`src/rtl/fifo_pkg.sv`:
```
// Shared sizing helpers and default geometry for the parametrised FIFO family.
package fifo_pkg;

  localparam int unsigned DEF_WIDTH = 8;
  localparam int unsigned DEF_DEPTH = 8;

  function automatic int unsigned ptr_width(input int unsigned depth);
    return (depth < 2) ? 1 : $clog2(depth);
  endfunction

  // Occupancy needs one extra bit so that a completely full FIFO (DEPTH) is representable.
  function automatic int unsigned cnt_width(input int unsigned depth);
    return ptr_width(depth) + 1;
  endfunction

endpackage

```
`src/rtl/fifo_ram_dp.sv`:
```
// Dual-port storage: synchronous write port, synchronous registered read port.
module fifo_ram_dp
  import fifo_pkg::*;
#(
  parameter int unsigned WIDTH = DEF_WIDTH,
  parameter int unsigned DEPTH = DEF_DEPTH
) (
  input  logic                        clk,
  input  logic                        rst,
  input  logic                        we,
  input  logic [ptr_width(DEPTH)-1:0] waddr,
  input  logic [WIDTH-1:0]            wdata,
  input  logic                        re,
  input  logic [ptr_width(DEPTH)-1:0] raddr,
  output logic [WIDTH-1:0]            rdata
);

  logic [WIDTH-1:0] mem [DEPTH];
  logic [WIDTH-1:0] rdata_q;

  // Array left unreset so it can map onto a RAM macro.
  always_ff @(posedge clk) begin
    if (we) begin
      mem[waddr] <= wdata;
    end
  end

  // A same-address read and write in one cycle returns the old word.
  always_ff @(posedge clk) begin
    if (rst) begin
      rdata_q <= '0;
    end else if (re) begin
      rdata_q <= mem[raddr];
    end
  end

  assign rdata = rdata_q;

endmodule

```
`src/rtl/sync_fifo_param.sv`:
```
// Parametrised single-clock FIFO: pointers, occupancy, threshold flags and sticky error flags.
module sync_fifo_param
  import fifo_pkg::*;
#(
  parameter int unsigned WIDTH     = DEF_WIDTH,
  parameter int unsigned DEPTH     = DEF_DEPTH,
  parameter int unsigned AF_THRESH = DEPTH - 2,
  parameter int unsigned AE_THRESH = 2
) (
  input  logic                        clk,
  input  logic                        rst,
  input  logic                        write_signal,
  input  logic [WIDTH-1:0]            data_in,
  input  logic                        read_signal,
  output logic [WIDTH-1:0]            data_out,
  output logic                        rd_valid,
  output logic                        full,
  output logic                        empty,
  output logic                        almost_full,
  output logic                        almost_empty,
  output logic [cnt_width(DEPTH)-1:0] count,
  output logic                        overflow,
  output logic                        underflow,
  input  logic                        clr_err
);

  localparam int unsigned PW = ptr_width(DEPTH);
  localparam int unsigned CW = cnt_width(DEPTH);

  if ((DEPTH < 2) || ((DEPTH & (DEPTH - 1)) != 0)) begin : g_bad_depth
    $fatal(1, "sync_fifo_param: DEPTH must be a power of two >= 2");
  end
  if ((AE_THRESH >= AF_THRESH) || (AF_THRESH > DEPTH)) begin : g_bad_thresh
    $fatal(1, "sync_fifo_param: need 0 <= AE_THRESH < AF_THRESH <= DEPTH");
  end

  logic [PW-1:0] wr_ptr_q, wr_ptr_d;
  logic [PW-1:0] rd_ptr_q, rd_ptr_d;
  logic [CW-1:0] count_q, count_d;
  logic          rd_valid_q;
  logic          overflow_q, overflow_d;
  logic          underflow_q, underflow_d;
  logic          rd_acc, wr_acc;

  assign empty        = (count_q == '0);
  assign full         = (count_q == CW'(DEPTH));
  assign almost_full  = (count_q >= CW'(AF_THRESH));
  assign almost_empty = (count_q <= CW'(AE_THRESH));

  // A read accepted while full frees a slot, so a concurrent write is also taken.
  assign rd_acc = read_signal & ~empty;
  assign wr_acc = write_signal & (~full | rd_acc);

  always_comb begin
    wr_ptr_d    = wr_acc ? wr_ptr_q + PW'(1) : wr_ptr_q;
    rd_ptr_d    = rd_acc ? rd_ptr_q + PW'(1) : rd_ptr_q;
    count_d     = count_q;
    if (wr_acc && !rd_acc) begin
      count_d = count_q + CW'(1);
    end else if (rd_acc && !wr_acc) begin
      count_d = count_q - CW'(1);
    end
    // A new error outranks a same-cycle clear.
    overflow_d  = (write_signal & ~wr_acc) | (overflow_q & ~clr_err);
    underflow_d = (read_signal & ~rd_acc) | (underflow_q & ~clr_err);
  end

  always_ff @(posedge clk) begin
    if (rst) begin
      wr_ptr_q    <= '0;
      rd_ptr_q    <= '0;
      count_q     <= '0;
      rd_valid_q  <= 1'b0;
      overflow_q  <= 1'b0;
      underflow_q <= 1'b0;
    end else begin
      wr_ptr_q    <= wr_ptr_d;
      rd_ptr_q    <= rd_ptr_d;
      count_q     <= count_d;
      rd_valid_q  <= rd_acc;
      overflow_q  <= overflow_d;
      underflow_q <= underflow_d;
    end
  end

  fifo_ram_dp #(
    .WIDTH (WIDTH),
    .DEPTH (DEPTH)
  ) u_ram (
    .clk   (clk),
    .rst   (rst),
    .we    (wr_acc),
    .waddr (wr_ptr_q),
    .wdata (data_in),
    .re    (rd_acc),
    .raddr (rd_ptr_q),
    .rdata (data_out)
  );

  assign rd_valid  = rd_valid_q;
  assign count     = count_q;
  assign overflow  = overflow_q;
  assign underflow = underflow_q;

endmodule

```
`config.mk`:
```
export PLATFORM = sky130hd
export DESIGN_NAME = sync_fifo_param
export DESIGN_NICKNAME = d
export VERILOG_FILES = /design/src/rtl/fifo_pkg.sv /design/src/rtl/fifo_ram_dp.sv /design/src/rtl/sync_fifo_param.sv
export SDC_FILE = /design/constraint.sdc
export NUM_CORES = 1
export LEC_CHECK = 0
export CAP_MARGIN = 20
export CORE_ASPECT_RATIO = 1.4
export CORE_MARGIN = 1
export CORE_UTILIZATION = 25
export CTS_CLUSTER_DIAMETER = 50
export DETAILED_ROUTE_END_ITERATION = 10
export SYNTH_ARGS = -nofsm -noshare
export SYNTH_HDL_FRONTEND = slang
export SYNTH_SLANG_ARGS = --single-unit
```
`constraint.sdc`:
```
create_clock -name clk -period 2.82 [get_ports clk]
set_clock_uncertainty 0.15 [all_clocks]
set_input_delay 0.282 -clock clk [delete_from_list [all_inputs] [get_ports clk]]
set_output_delay 0.282 -clock clk [all_outputs]
set_load 0.01 [all_outputs]
```
==> key figures <==
Status
  • Status: completed

Clocking
  • Clock Tree Buf Depth: 2
  • Number of post-CTS setup repair buffers: 0
  • Clock-pin slew on the worst setup and hold paths: about 60 ps
  • Root Driver: clkbuf_16
  • # hold bufs at CTS: 0
  • Num CTS Buffers: 9
  • CTS tree: yes
  • H-tree depth: 3
  • CTS Sinks: 85
  • Clock Latency Late Sink: about 330 ps

Timing
  • Final Hold Viols: 0
  • Setup violators final: 0
  • Setup_tns: 0 ps
  • Worst Max-Slew Pin Slew: 476 ps
  • Final min period: 2680 ps
  • Period utilization: 95.2%
  • Worst relative slew slack: between 60% and 70%
  • RSZ-0062 raised after global routing: false
  • Fmax: 373 MHz
  • Pins Over Slew Limit: 0

Detailed routing
  • Routed wire length: 6.55 mm
  • TritonRoute pass-1 iters: 4
  • Avg WL per Cell: roughly 15 µm
  • Routed via count: around 1800
  • DR iter-0 viols: 55
  • DRC viols: 0
  • Via density: 4.18
  • Number of routed nets with antenna violations: 0

Floorplan
  • Initial core utilization: 26.0%
  • Die width: 100 µm
  • Full die area: 0.0140 mm²
  • Die H: around 140 µm
  • Row cnt: 49
  • CORE AREA: 0.0130 mm²
  • # IOs: 32

Yosys
  • Top cells by area, synth: edfxtp_1 57%, dfxtp_1 12%, mux4_2 11%
  • Most common cell in the netlist: edfxtp_1
  • Seq cells post-synth: 85
  • Synth unique cells: 37
  • Net Count, Synth: 222
  • Syn. warnings: 0
  • Yosys top cell by area: edfxtp_1
  • Mapped Area: about 0.0034 mm²
  • Number of synthesized flops with an enable pin: 64
  • Syn_area_per_cell: between 15 and 20 µm²
  • Sequential share of the synthesized area: 69.3%
  • Ys flop type: edfxtp_1
  • Most frequent cells after synthesis: 64 x edfxtp_1, 26 x nor2_1, 21 x dfxtp_1
  • Async SR Flop Fraction: 0%
  • Synth top area share: around 57%
  • Mapped Cells: 203

Flow run
  • Max_cap viols: 0

Worst setup path
  • Critical path class: reg2reg
  • Slowest CP cell: or4b_4
  • Worst setup SP type: register
  • CP max stage delay: 570 ps
  • Crit Path Max Fanout: 4
  • CP arrival: 2750 ps
  • Crit-path cells: or4b_4 > o21ai_4 > inv_4 > ha_1 > inv_2 > ha_4 > a21oi_2 > a211oi_1 > a31oi_1 > mux2_2
  • Buf+Inv Stages, Crit Path: 2
  • Crit path required time: between 2000 and 3000 ps
  • Critical Path End Type: register
  • Cell family with most CP delay: compound AO/OA/AOI/OAI gates

Finish
  • Share of cells above drive strength 1: 26.0%
  • Nets: 273
  • Fillers: 1262
  • # diodes: 0
  • Layout area overhead: 26.5%
  • Non-filler cells, final: 436
  • Final instance area: 0.00427 mm²
  • Final core utilization: 32.9%

Place
  • Port bufs: 31
  • Placed cell area: 0.00400 mm²
  • Hpwl dp: between 4 and 5 mm
  • # placed instances: 421
  • Global placer's final weighted congestion: just over 0.7

Hold path
  • Hold crit path type: reg2reg

Power and ir drop
  • Total power: 3.69 mW
  • Leak pwr: roughly 1.4 nW
  • Peak VDD IR: 0.000320 V
  • Pwr Density: 863 mW/mm²

Global route
  • First-pass GRT wire length: 10.1 mm
  • Total GRT Usage: 10.1%
  • Largest net degree at the start of global routing: 19
  • Initial antenna violation count: 0
  • Vias in the first global route: 1941
  • Total gr overflow: 0
## per-stage QoR
step	setup WS, ps	hold slack [ps]
3_3_place_gp	63.6	333
6_report	136	347
4_1_cts	16.7	355
5_1_grt	31.6	377
2_1_floorplan	1.10	231
3_5_place_dp	-4.27	342
## path summary, 6_finish.rpt
kind / to / depth (start not counted) / start / slack, ps
max: count[3]$_SDFFE_PP0P_ / 10 / count[1]$_SDFFE_PP0P_ / 140
min: u_ram.rdata[5]$_SDFFE_PP0P_ / 2 / u_ram.rdata[5]$_SDFFE_PP0P_ / 350
max reg2reg: count[3]$_SDFFE_PP0P_ / 10 / count[1]$_SDFFE_PP0P_ / 140
min reg2reg: u_ram.rdata[5]$_SDFFE_PP0P_ / 2 / u_ram.rdata[5]$_SDFFE_PP0P_ / 350
## final cells by class
type | instances | area [µm²] | area share (%)
clock buffers | 11 | 233 | 5.44
clock inverters | 4 | 26.3 | 0.615
inverters | 4 | 17.5 | 0.410
multi-input cells | 105 | 985 | 23.0
flip-flops and latches | 85 | 2340 | 54.9
well taps | 178 | 223 | 5.21
repair buffers | 49 | 445 | 10.4
## state kept, by name (all words and copies together) (netlist names)
| signal | flops |
|---|---|
| rd_valid | 1 |
| u_ram.rdata | 8 |
| wr_ptr_q | 3 |
| overflow | 1 |
| underflow | 1 |
| rd_ptr_q | 3 |
| u_ram.mem | 64 |
| count | 4 |
## layout by cell type, fill, tap and decap left out, drive strengths merged, types with 4 or more instances in the layout
cell,n
a21oi,5
nor2,26
o22ai,8
nor3,12
ha,5
mux4,16
nand2,6
clkbuf,11
edfxtp,64
dfxtp,21
inv,4
clkdlybuf4s50,31
buf,18
## report_power, final
part	leakage, nW	switching [mW]	internal [mW]
logic	0.537	0.534	0.589
registers	0.755	0.0561	1.48
clock network	0.125	0.438	0.589
total	1.42	1.03	2.66
## worst min-delay path: stages (launching register included)
cell and delay (ps):
dfxtp_1 320, nor2_1 50, nor3_2 80
## logic make-up after synthesis
logic type	synth area share, %
buf+inv	2.00
mux	11.6
flops	69.3
simple gates	8.63
fa+ha+maj	2.44
xor+xnor	1.78
compound gates	4.22
## repair_timing
item	4_1_cts	5_1_grt
pin swaps	0	2
gates resized for setup	1	2
endpoints found under the setup margin	1	1
cloned	0	0
## routing by layer
| metal | vias to the layer above | GRT usage, % | share of wire [%] | wire, µm |
|---|---|---|---|---|
| met1 | 911 | 9.81 | 38 | 2510 |
| met2 | 21 | 19.1 | 57 | 3730 |
| met4 | 0 | 5.26 | 1.9 | 126 |
| li1 | 881 | - | - | - |
| met5 | - | 0 | 0 | 0 |
| met3 | 8 | 2.76 | 2.8 | 184 |
(Power assumes the default switching activity.)
